`config.mk`:
```
export PLATFORM = sky130hd
export DESIGN_NAME = alu_dispatch
export DESIGN_NICKNAME = d
export VERILOG_FILES = /design/src/rtl/alu_pkg.sv /design/src/rtl/alu_dispatch_unit_mux.sv /design/src/rtl/alu_dispatch.sv
export SDC_FILE = /design/constraint.sdc
export NUM_CORES = 1
export LEC_CHECK = 0
export ABC_AREA = 1
export BUFFER_PORTS_ARGS = -buffer_cell sky130_fd_sc_hd__buf_2
export CAP_MARGIN = 20
export CORE_MARGIN = 8
export CORE_UTILIZATION = 49
export DETAILED_ROUTE_END_ITERATION = 16
export GPL_ROUTABILITY_DRIVEN = 0
export PLACE_DENSITY_LB_ADDON = 0.08
export SYNTH_ARGS = -nofsm -noshare
export SYNTH_HDL_FRONTEND = slang
export SYNTH_SLANG_ARGS = --single-unit
```
`constraint.sdc`:
```
create_clock -name clk -period 6.2 [get_ports clk]
set_input_delay 0.93 -clock clk [delete_from_list [all_inputs] [get_ports clk]]
set_output_delay 0.93 -clock clk [all_outputs]
set_load 0.02 [all_outputs]
```
`src/rtl/alu_pkg.sv`:
```
// Shared definitions for the ALU dispatcher and its unit bank:
// unit-select codes, compare function codes and dispatcher state encoding.
package alu_pkg;

    // alu_fun[3:2] selects the execution unit
    localparam logic [1:0] UNIT_ARITH = 2'b00;
    localparam logic [1:0] UNIT_LOGIC = 2'b01;
    localparam logic [1:0] UNIT_CMP   = 2'b10;
    localparam logic [1:0] UNIT_SHIFT = 2'b11;

    // alu_fun[1:0] for the compare unit
    localparam logic [1:0] EQ = 2'b01;
    localparam logic [1:0] GT = 2'b10;
    localparam logic [1:0] LT = 2'b11;

    typedef enum logic [1:0] {
        ST_IDLE  = 2'b00,
        ST_ISSUE = 2'b01,
        ST_WAIT  = 2'b10,
        ST_RESP  = 2'b11
    } disp_state_e;

    // One-hot enable vector, bit index == unit code
    function automatic logic [3:0] unit_onehot(input logic [1:0] sel);
        return 4'b0001 << sel;
    endfunction

endpackage

```
`src/rtl/alu_dispatch_unit_mux.sv`:
```
// Combinational 4:1 selection of a unit's {result, flag} by unit code.
module alu_unit_mux
    import alu_pkg::*;
#(
    parameter int WIDTH = 16
) (
    input  logic [1:0]       sel,
    input  logic [WIDTH-1:0] arith_out,
    input  logic [WIDTH-1:0] logic_out,
    input  logic [WIDTH-1:0] cmp_out,
    input  logic [WIDTH-1:0] shift_out,
    input  logic             arith_flag,
    input  logic             logic_flag,
    input  logic             cmp_flag,
    input  logic             shift_flag,
    output logic [WIDTH-1:0] out,
    output logic             flag
);

    // Route only the selected unit; everything else is ignored
    always_comb begin
        out  = arith_out;
        flag = arith_flag;
        case (sel)
            UNIT_ARITH: begin out = arith_out; flag = arith_flag; end
            UNIT_LOGIC: begin out = logic_out; flag = logic_flag; end
            UNIT_CMP:   begin out = cmp_out;   flag = cmp_flag;   end
            UNIT_SHIFT: begin out = shift_out; flag = shift_flag; end
            default:    begin out = arith_out; flag = arith_flag; end
        endcase
    end

endmodule

```
`src/rtl/alu_dispatch.sv`:
```
// Command front-end for the ALU unit bank. Accepts one operation over a
// valid/ready request channel, pulses the selected unit's enable once,
// waits (bounded) for that unit's registered flag and returns the result
// over a valid/ready response channel.
//
// Handshake rule for both channels: a transfer happens on a rising clk edge
// where valid && ready are both 1; the sender holds its payload stable while
// valid is 1 and ready is 0, and valid never drops before the transfer.
module alu_dispatch
    import alu_pkg::*;
#(
    parameter int WIDTH   = 16,
    parameter int TIMEOUT = 4
) (
    input  logic             clk,
    input  logic             rst,
    input  logic             req_valid,
    output logic             req_ready,
    input  logic [3:0]       req_fun,
    input  logic [WIDTH-1:0] req_a,
    input  logic [WIDTH-1:0] req_b,
    output logic [3:0]       alu_fun,
    output logic [WIDTH-1:0] a,
    output logic [WIDTH-1:0] b,
    output logic             ARITH_EN,
    output logic             LOGIC_EN,
    output logic             CMP_EN,
    output logic             SHIFT_EN,
    input  logic [WIDTH-1:0] arith_out,
    input  logic [WIDTH-1:0] logic_out,
    input  logic [WIDTH-1:0] cmp_out,
    input  logic [WIDTH-1:0] shift_out,
    input  logic             arith_flag,
    input  logic             logic_flag,
    input  logic             cmp_flag,
    input  logic             shift_flag,
    output logic             rsp_valid,
    input  logic             rsp_ready,
    output logic [WIDTH-1:0] rsp_data,
    output logic [3:0]       rsp_fun,
    output logic             rsp_err
);

    if (TIMEOUT < 2 || TIMEOUT > 15) begin : g_bad_timeout
        $error("alu_dispatch: TIMEOUT must be in 2..15");
    end

    localparam logic [3:0] CNT_LAST = 4'(TIMEOUT - 1);

    disp_state_e      state_q, state_d;
    logic [3:0]       alu_fun_q, alu_fun_d;
    logic [WIDTH-1:0] a_q, a_d, b_q, b_d;
    logic [3:0]       en_q, en_d;
    logic [3:0]       cnt_q, cnt_d;
    logic             rsp_valid_q, rsp_valid_d;
    logic [WIDTH-1:0] rsp_data_q, rsp_data_d;
    logic [3:0]       rsp_fun_q, rsp_fun_d;
    logic             rsp_err_q, rsp_err_d;

    logic [WIDTH-1:0] sel_out;
    logic             sel_flag;

    alu_unit_mux #(.WIDTH(WIDTH)) u_mux (
        .sel        (alu_fun_q[3:2]),
        .arith_out  (arith_out),
        .logic_out  (logic_out),
        .cmp_out    (cmp_out),
        .shift_out  (shift_out),
        .arith_flag (arith_flag),
        .logic_flag (logic_flag),
        .cmp_flag   (cmp_flag),
        .shift_flag (shift_flag),
        .out        (sel_out),
        .flag       (sel_flag)
    );

    // Next-state and registered-output computation for the dispatcher FSM
    always_comb begin
        state_d     = state_q;
        alu_fun_d   = alu_fun_q;
        a_d         = a_q;
        b_d         = b_q;
        en_d        = 4'b0000;
        cnt_d       = cnt_q;
        rsp_valid_d = rsp_valid_q;
        rsp_data_d  = rsp_data_q;
        rsp_fun_d   = rsp_fun_q;
        rsp_err_d   = rsp_err_q;
        case (state_q)
            ST_IDLE: begin
                if (req_valid) begin
                    alu_fun_d = req_fun;
                    a_d       = req_a;
                    b_d       = req_b;
                    state_d   = ST_ISSUE;
                end
            end
            ST_ISSUE: begin
                // Enable is registered, so it is visible for exactly one cycle
                en_d    = unit_onehot(alu_fun_q[3:2]);
                cnt_d   = 4'd0;
                state_d = ST_WAIT;
            end
            ST_WAIT: begin
                if (sel_flag) begin
                    rsp_data_d  = sel_out;
                    rsp_err_d   = 1'b0;
                    rsp_fun_d   = alu_fun_q;
                    rsp_valid_d = 1'b1;
                    state_d     = ST_RESP;
                end else if (cnt_q == CNT_LAST) begin
                    rsp_data_d  = '0;
                    rsp_err_d   = 1'b1;
                    rsp_fun_d   = alu_fun_q;
                    rsp_valid_d = 1'b1;
                    state_d     = ST_RESP;
                end else begin
                    cnt_d = cnt_q + 4'd1;
                end
            end
            ST_RESP: begin
                if (rsp_ready) begin
                    rsp_valid_d = 1'b0;
                    state_d     = ST_IDLE;
                end
            end
            default: state_d = ST_IDLE;
        endcase
    end

    // State and output registers; reset aborts any operation in flight
    always_ff @(posedge clk or posedge rst) begin
        if (rst) begin
            state_q     <= ST_IDLE;
            alu_fun_q   <= 4'd0;
            a_q         <= '0;
            b_q         <= '0;
            en_q        <= 4'd0;
            cnt_q       <= 4'd0;
            rsp_valid_q <= 1'b0;
            rsp_data_q  <= '0;
            rsp_fun_q   <= 4'd0;
            rsp_err_q   <= 1'b0;
        end else begin
            state_q     <= state_d;
            alu_fun_q   <= alu_fun_d;
            a_q         <= a_d;
            b_q         <= b_d;
            en_q        <= en_d;
            cnt_q       <= cnt_d;
            rsp_valid_q <= rsp_valid_d;
            rsp_data_q  <= rsp_data_d;
            rsp_fun_q   <= rsp_fun_d;
            rsp_err_q   <= rsp_err_d;
        end
    end

    // Held low while rst is asserted so every output reads 0 in reset
    assign req_ready = (state_q == ST_IDLE) && !rst;
    assign alu_fun   = alu_fun_q;
    assign a         = a_q;
    assign b         = b_q;
    assign ARITH_EN  = en_q[UNIT_ARITH];
    assign LOGIC_EN  = en_q[UNIT_LOGIC];
    assign CMP_EN    = en_q[UNIT_CMP];
    assign SHIFT_EN  = en_q[UNIT_SHIFT];
    assign rsp_valid = rsp_valid_q;
    assign rsp_data  = rsp_data_q;
    assign rsp_fun   = rsp_fun_q;
    assign rsp_err   = rsp_err_q;

endmodule

```
# Word-level counts from Yosys, hierarchy flattened
# Cells that the tools add are included.
[word_totals]
regBits = 68
latchBits = 0
mem_bits_rw = 0
romBits = 0
in_bits = 108
output_inout_bits = 63
wordCells = 56
memories = 0
[classes]
add_sub_neg = 1
multipliers = 0
div_mod_pow = 0
magnitude_cmp = 0
n_eq_ne = 12
shift = 1
n_mux = 20
bitwise_logic = 0
reduce_logical = 12
[ops]
columns = ["cell", "count"]
rows = [
  ["$pmux 16 s4", 1],
  ["$mux 16", 2],
  ["$mux 4", 5],
  ["$reduce_and 3->1", 3],
  ["$eq 2x2->1 const B", 4],
  ["$mux 2", 4],
  ["$ne 2x2->1 const B", 4],
  ["$pmux 2 s4", 1],
  ["$pmux 4 s2", 1],
  ["$reduce_bool 2->1", 3],
  ["$add 4x1->4 const B", 1],
  ["$eq 2x1->1 const B", 2],
  ["$eq 4x2->1 const B", 1],
  ["$logic_not 2->1", 2],
  ["$mux 1", 4],
  ["$pmux 1 s4", 1],
  ["$reduce_and 2->1", 2],
  ["$shl 1x2->4 const A", 1],
  ["$ne 3x3->1 const B", 1],
  ["$pmux 1 s2", 1],
  ["$logic_and 1x1->1", 1],
  ["$logic_not 1->1", 1],
]

# Depth between registers and ports, before layout
# Gate-level depths: netlist (run 1).
[depth]
word_depth = 4
ltp_mapped = 10

# By module
# Synthesis (run 1) repeated with hierarchy kept, for this count alone.
[hier_totals]
cells_unflattened = 336
hier_area_um2 = 3368.2
[modules_own_cells]
columns = ["module", "n_inst", "cells_each", "area_per_inst_um2", "seq_area_each_um2"]
rows = [
  ["alu_dispatch", 1, 237, 2811.4, 1701.6],
  ["alu_unit_mux", 1, 99, 556.8, 0.0],
]

# Worst setup path after synthesis (run 1)
# Ideal clock, no wire load.
[synth_path]
kind = "input to output"
from = "input rst"
to = "output req_ready"
arrival_ns = 1.223
path_slack_ns = 4.047
stages = 1
n_path_buf = 0
cell_sequence = "nor2_1"
[synth_via]
elab_chain_len = 2
[synth_lines]
columns = ["element", "line", "text"]
rows = [
  ["start, declared", "alu_dispatch.sv:16", "input logic rst,"],
  ["$logic_not 1->1", "alu_dispatch.sv:159", "assign req_ready = (state_q == ST_IDLE) && !rst;"],
  ["$logic_and 1x1->1", "alu_dispatch.sv:159", ""],
  ["end, declared", "alu_dispatch.sv:18", "output logic req_ready,"],
]
# Every way passes these cells.

# Worst setup path in the final report (run 1)
[layout_path]
from = "register state_q[0]"
to = "output req_ready"
[layout_via]
elab_chain_len = 2
[layout_lines]
columns = ["element", "line", "text"]
rows = [
  ["start, declared", "alu_dispatch.sv:50", "disp_state_e state_q, state_d;"],
  ["start signal, assigned", "alu_dispatch.sv:145", "state_q <= state_d;"],
  ["$logic_not 2->1", "alu_dispatch.sv:159", ""],
  ["$logic_and 1x1->1", "alu_dispatch.sv:159", ""],
]
# Every way passes these cells.

==> results of run 1 <==
[final cells by class]
cell class,count,area (sq um),share of cell area (%)
timing repair buffer,172,866,20.3
sequential,68,1700,40.0
clock buffer,10,128,3.00
inverter,14,57.6,1.35
multi-input combinational,224,1360,31.8
clock inverter,5,53.8,1.26
tap,77,96.3,2.26
[cell families (layout without fill, tap and decap cells)]
logic type	Yosys count	after routing	synth area share [%]
compound gates	38	38	5.95
fa+ha+maj	6	6	2.32
buf+inv	31	201	5.68
flops	68	68	52.5
xor+xnor	2	2	0.541
simple gates	144	144	21.2
mux	34	34	11.8
[per-stage QoR]
stage          worst slack [ns]  total power, mW  std cells  utilization (%)  area [sq um]
2_1_floorplan              3.56             1.60        323                -          3240
3_3_place_gp               3.95             1.89        555             63.8          4080
3_5_place_dp               3.94             1.92        555             63.8          4080
4_1_cts                    3.91             2.27        570             66.7          4260
5_1_grt                    3.81             2.42        570             66.7          4260
6_report                   3.94             2.24        570             66.7          4260
[state kept, by name, indices dropped and copies added, names as in the netlist]
register / flops
a: 16
alu_fun: 4
b: 16
cnt_q: 4
en_q: 4
rsp_data: 16
rsp_err: 1
rsp_fun: 4
rsp_valid: 1
state_q: 2
[synth_stat cells]
master,n,share of area [%]
a22oi_1,1,0.23
nor2_4,3,1.0
inv_2,3,0.35
xor2_1,2,0.54
ha_1,6,2.3
nand4_1,3,0.58
inv_6,1,0.27
mux2_2,34,12
buf_2,8,1.2
dfrtp_1,68,53
or2_2,3,0.58
buf_4,2,0.46
inv_1,10,1.2
nand3_1,50,7.7
nor2_2,1,0.19
clkbuf_1,1,0.12
nand2_2,3,0.58
nand2_1,67,7.8
buf_6,6,2.1
a21oi_1,19,2.9
o21ai_1,18,2.8
nand2_4,2,0.69
nor3_1,2,0.31
nor2_1,7,0.81
nand3_2,3,0.93
[per-layer routing]
metal	vias up	GRT usage, %
li1	1415	-
met5	-	0
met1	1316	19.9
met4	0	6.99
met3	7	6.05
met2	118	31.5
[worst register-to-register path, stage by stage, from the launching register on]
cell     delay (ns)
dfrtp_1        0.41
inv_1          0.12
ha_1           0.42
nand3_1        0.67
nand3_1        0.31
o21ai_1        0.10
[cell usage in the layout, fill, tap and decap left out, types with 2 or more instances in the layout]
cell type / n
inv_1: 9
nand4_1: 3
a21oi_1: 19
mux2_2: 34
nor3_1: 2
clkinv_2: 3
dfrtp_1: 68
nor2_1: 7
o21ai_1: 18
clkbuf_8: 9
buf_2: 170
ha_1: 6
nor2_4: 3
xor2_1: 2
nand2_4: 2
nand2_1: 67
or2_2: 3
nand3_2: 3
nand3_1: 50
nand2_2: 3
buf_4: 2
inv_2: 4
[worst min path at each step]
stage          startpoint        end  slack (ns)  cells after the start
2_1_floorplan    cnt_q[0]   cnt_q[0]        0.47                      1
3_3_place_gp    rsp_valid  rsp_valid        0.46                      2
3_5_place_dp    rsp_valid  rsp_valid        0.46                      2
4_1_cts         rsp_valid  rsp_valid        0.48                      2
5_1_grt         rsp_valid  rsp_valid        0.52                      2
6_report        rsp_valid  rsp_valid        0.47                      2
[power breakdown]
part           switching, mW  internal [mW]  leakage, nW  total (mW)
sequential             0.124          0.647        0.837       0.771
combinational          0.701          0.429         1.36        1.13
clock                  0.156          0.182       0.0959       0.338
total                  0.980           1.26         2.29        2.24
==> metrics, run 1 <==
unrepaired setup endpoints after global routing=false; WL per Instance=around 15 um; reg-to-reg startpoint=state_q[0]; synth warn=0; Routed met2 length=4.38 mm; Hold Buf Count CTS=0; vias per inst=between 5 and 6; Seq cells post-synth=68; vias post-DR=2,856; CTS buffer count=9; Chip Width=around 97 um; via count of the first global-routing pass=around 3,000; # IOs=171; Max Transition Viols Final=0; fraction of layout cells with a size suffix above 1=48.7%; Crit path largest cell delay=approximately 0.41 ns; DR iter-0 viols=109; cell count of the worst reg-to-reg path=5; run status=completed; class of the worst hold path=reg -> reg; worst hold slack=0.468 ns; P&R area growth vs syn=31.4%; setup TNS=0 ns; Total GRT Usage=a little under a fifth; # DRC=0; largest net degree at the start of global routing=69; CP top delay family=flip-flops; root cell of the clock tree=clkbuf_8; beginning of the critical path=state_q[0]; critical path class=reg -> out; Final setup viols=0; H-tree Lvls=3; clk sinks=68; grt ovf=0; routed length on met3=757 um; final hold viol count=0; synth unique cells=25; clock tree buffer depth=2; Post-CTS Setup Bufs=0; Max-Cap Viols=0; Mapped Cells=roughly 320; pwr dens=526 nW/um^2; Cell Area, Synth=3240 sq um; Worst setup endpoint=req_ready; Reg2Reg Capture Point=rsp_data[8]; initial antenna violation count=0; Syn Area/Cell=10.0 sq um; CTS tree=built; row count=29; Final HPWL DP=6.71 mm; CP most frequent cell=inv_1; Worst EP required=5.27 ns; clock-pin slew on the worst setup and hold paths=0.06 ns; peak fanout along the critical path=4; Lkg Pwr=2.29 nW; Mapped Nets=437; Layout Nets=603; die area=9470 sq um; WP data arrival=1.33 ns; DR top layer=met4; Die Ht=97.3 um; PortBufs=170; Startpoint Class=register; Worst-Margin Slew=0.837 ns; post-cts resize count=0; WL final=8.65 mm; Post-DRT Antenna Nets=0; FMAX=442 MHz; maximum VDD drop=0.000331 V; M1 wire length=3.43 mm; TritonRoute pass-1 iters=6; Stages on worst setup path=5; sequential-to-total area share from yosys stat=52.5%; Critical Path End Type=output port; Core ar.=6390 sq um; CP max stage cell=dfrtp_1; R2R setup slack=slightly above 4 ns; Fillers=about 560; Bufs and invs on worst path=3; crit-path cells=inv_1 -> ha_1 -> inv_1 -> nor2_1 -> buf_2; Fin Clk Skew=approximately 0.0075 ns; initial core utilization=50.7%; Tmin final=2.26 ns; final period utilization=36.5%; later-pin clock latency in the skew report=0.33 ns; Slew headroom=44.2%; diodes inserted=0; first-pass GRT wire length=between 10 and 15 mm
Note: power is estimated with default switching activity, not from simulation.
==> inputs of run 2 (changes only) <==
--- a/config.mk
+++ b/config.mk
@@ -5,11 +5,11 @@
 export SDC_FILE = /design/constraint.sdc
 export NUM_CORES = 1
 export LEC_CHECK = 0
-export ABC_AREA = 1
+export ABC_AREA = 0
 export BUFFER_PORTS_ARGS = -buffer_cell sky130_fd_sc_hd__buf_2
 export CAP_MARGIN = 20
 export CORE_MARGIN = 8
-export CORE_UTILIZATION = 49
+export CORE_UTILIZATION = 45
 export DETAILED_ROUTE_END_ITERATION = 16
 export GPL_ROUTABILITY_DRIVEN = 0
 export PLACE_DENSITY_LB_ADDON = 0.08
==> constraint.sdc (replaced) <==
create_clock -name clk -period 2.1 [get_ports clk]
set_input_delay 0.315 -clock clk [delete_from_list [all_inputs] [get_ports clk]]
set_output_delay 0.315 -clock clk [all_outputs]
set_load 0.02 [all_outputs]
==> run 2 against run 1 <==
Sequential power rose to 2.9 times the previous value. Routed wire length fell by 2.3%. Worst hold slack lost 0.40 ns. Cell count fell by 17%. Count of clock-buffer cells in the layout shrank 1. Synthesized cell count down 34%. Via count is 14% lower. Design area up 1.1%. Synthesized area is 3.4% lower.
==> metrics, run 2 <==
Fillers=570 (+1.2%); synth warn=0 (unchanged); commonest non-fill, non-tap cell in the layout=buf_2; first-pass GRT wire length=13.7 mm (-3.0%); WL final=8.45 mm (-2.3%); CTS tree=built; grt ovf=0 (unchanged); initial antenna violation count=0 (unchanged); Post-CTS Setup Bufs=0 (unchanged); # IOs=171 (unchanged); Mapped Cells=213 (-34%); via count of the first global-routing pass=2,764 (-8.0%); design area=4310 sq um (+1.1%); Seq cells post-synth=68 (unchanged); peak fanout along the critical path=17 (+13); Tot Pwr=6.77 mW (+200%); Max-Cap Viols=0 (unchanged); Bufs and invs on worst path=1 (-2); largest net degree at the start of global routing=38 (-45%); Die Ht=99.4 um (+2.1%); vias post-DR=2,449 (-14%); Critical Path End Type=register; pwr dens=1570 nW/um^2 (+200%); Lkg Pwr=2.18 nW (-4.8%); P&R area growth vs syn=37.6%; FFs w/ async S/R, synth=100% (unchanged); Placed Area=4110 sq um (+0.74%); Fin Clk Skew=0.0109 ns (+0.00337 ns); WP data arrival=2.09 ns (+0.76 ns); Final setup viols=0 (unchanged); initial core utilization=46.3% (-4.4 points); clock tree buffer depth=2 (unchanged); Max Transition Viols Final=0 (unchanged); row count=30 (+3.4%); WL per Instance=17.8 um (+17%); Post-DRT Antenna Nets=0 (unchanged); CTS buffer count=9 (unchanged); Total GRT Usage=17.3% (-0.79 points); die area=9880 sq um (+4.3%); Yosys top cell area share=54.4% (+1.9 points); clk sinks=68 (unchanged); Layout Nets=504 (-16%); most common cell in the synthesized netlist=dfrtp_1; FMAX=530 MHz; Slew headroom=64.6% (+20 points); Worst-Margin Slew=0.529 ns (-0.308 ns); Syn Area/Cell=14.7 sq um (+46%); PortBufs=170 (unchanged); dominant register cell in the synthesized netlist=dfrtp_1; Tmin final=1.89 ns; fraction of layout cells with a size suffix above 1=64.8% (+16 points); R2R setup slack=0.21 ns (-3.84 ns); most frequent cells in the layout=buf_2, dfrtp_1, mux2_2; Worst EP required=2.31 ns (-2.96 ns); dpl ws=0.237 ns (-3.70 ns); later-pin clock latency in the skew report=0.33 ns (about the same); post-cts resize count=0 (unchanged); H-tree Lvls=3 (unchanged); Post-synth EDFFs=0 (unchanged); placed cell count=459 (-17%); Final HPWL DP=6.75 mm (+0.65%); Hold Buf Count CTS=0 (unchanged); critical path class=reg -> reg; CP max stage cell=nor3b_2; DR iter-0 viols=43 (-61%); final hold viol count=0 (unchanged); Startpoint Class=register; final period utilization=89.8%; Cell Area, Synth=3130 sq um (-3.4%); maximum VDD drop=0.000812 V (+150%); post-route insts no fill=475 (-17%); Core ar.=6760 sq um (+5.8%); Post-synth top cells=dfrtp_1, mux2_2, mux4_2, a22o_1, clkbuf_1; Synth area leaders=dfrtp_1, mux2_2, mux4_2; sequential-to-total area share from yosys stat=54.4% (+1.9 points); Crit path largest cell delay=0.47 ns (+0.06 ns); TritonRoute pass-1 iters=4 (-2); CP top delay family=simple AND/OR/NAND/NOR gates; Chip Width=99.4 um (+2.1%); vias per inst=5.16 (+2.9%); root cell of the clock tree=clkbuf_8; setup TNS=0 ns (unchanged); class of the worst hold path=in -> async; Yosys top cell by area=dfrtp_1; synth unique cells=32 (+28%); setup ws final=0.215 ns (-3.72 ns); clock-pin slew on the worst setup and hold paths=0.08 ns (+0.02 ns); diodes inserted=0 (unchanged); crit-path cells=ha_1 -> nor3b_2 -> o21ai_1 -> buf_12 -> mux2_2; unrepaired setup endpoints after global routing=false; Mapped Nets=327 (-25%); worst hold slack=0.0680 ns (-0.400 ns); run status=completed; post-layout util=63.7% (-2.9 points); # DRC=0 (unchanged)
## run 2: cell types whose count changed in the layout (fill, tap and decap cells not counted), moves of 6 or more
cell	change
mux4_2	+17
mux2_2	+6
a22o_1	+16
nand3_1	-46
o21ai_1	-17
nand2_1	-61
a21oi_1	-18
buf_4	+6
## run 2: path summary, 6_finish.rpt
kind | start | end | cells after the start
worst max-delay path | cnt_q[0] | rsp_fun[1] | 5
worst min-delay path | rst | b[2] | 3
worst max register to register | cnt_q[0] | rsp_fun[1] | 5
worst min register to register | rsp_valid | rsp_valid | 1
max in group asynchronous | rst | rsp_data[14] | 3
min in group clk | req_a[11] | a[11] | 2
## run 2: layout make-up
class,instances,area [sq um],share of cell area (%)
clock buffer,9,124,2.88
clock inverter,7,76.3,1.77
inverter,5,18.8,0.436
multi-input combinational,126,1340,31.0
sequential,68,1700,39.5
tap,80,100,2.32
timing repair buffer,180,951,22.1
## run 2: cells by family after synthesis
family	count (synthesis)	synth area share, %
DFF	68	54.4
muxes	57	26.6
and+or+nand+nor	35	6.36
AOI/OAI and AO/OA	28	7.28
buffers and inverters	19	2.96
adders and majority gates	6	2.40
## run 2: routing by layer
layer	vias up	part of all wire (%)	routed length (um)	global-route usage (%)
li1	1157	-	-	-
met1	1203	40	3380	19.4
met2	85	52	4380	30.1
met3	4	7.4	625	6.56
met4	0	0.69	58	4.77
met5	-	0	0	0
## run 2: where the power goes
group          switching, mW  total [mW]  internal (mW)
registers              0.315        2.25           1.93
logic                   1.88        3.47           1.59
clock network          0.502        1.06          0.554
total                   2.70        6.77           4.07
## run 2: tightest hold or removal path: stages
cell and delay, ns:
buf_2 0.11, inv_2 0.05, buf_4 0.34
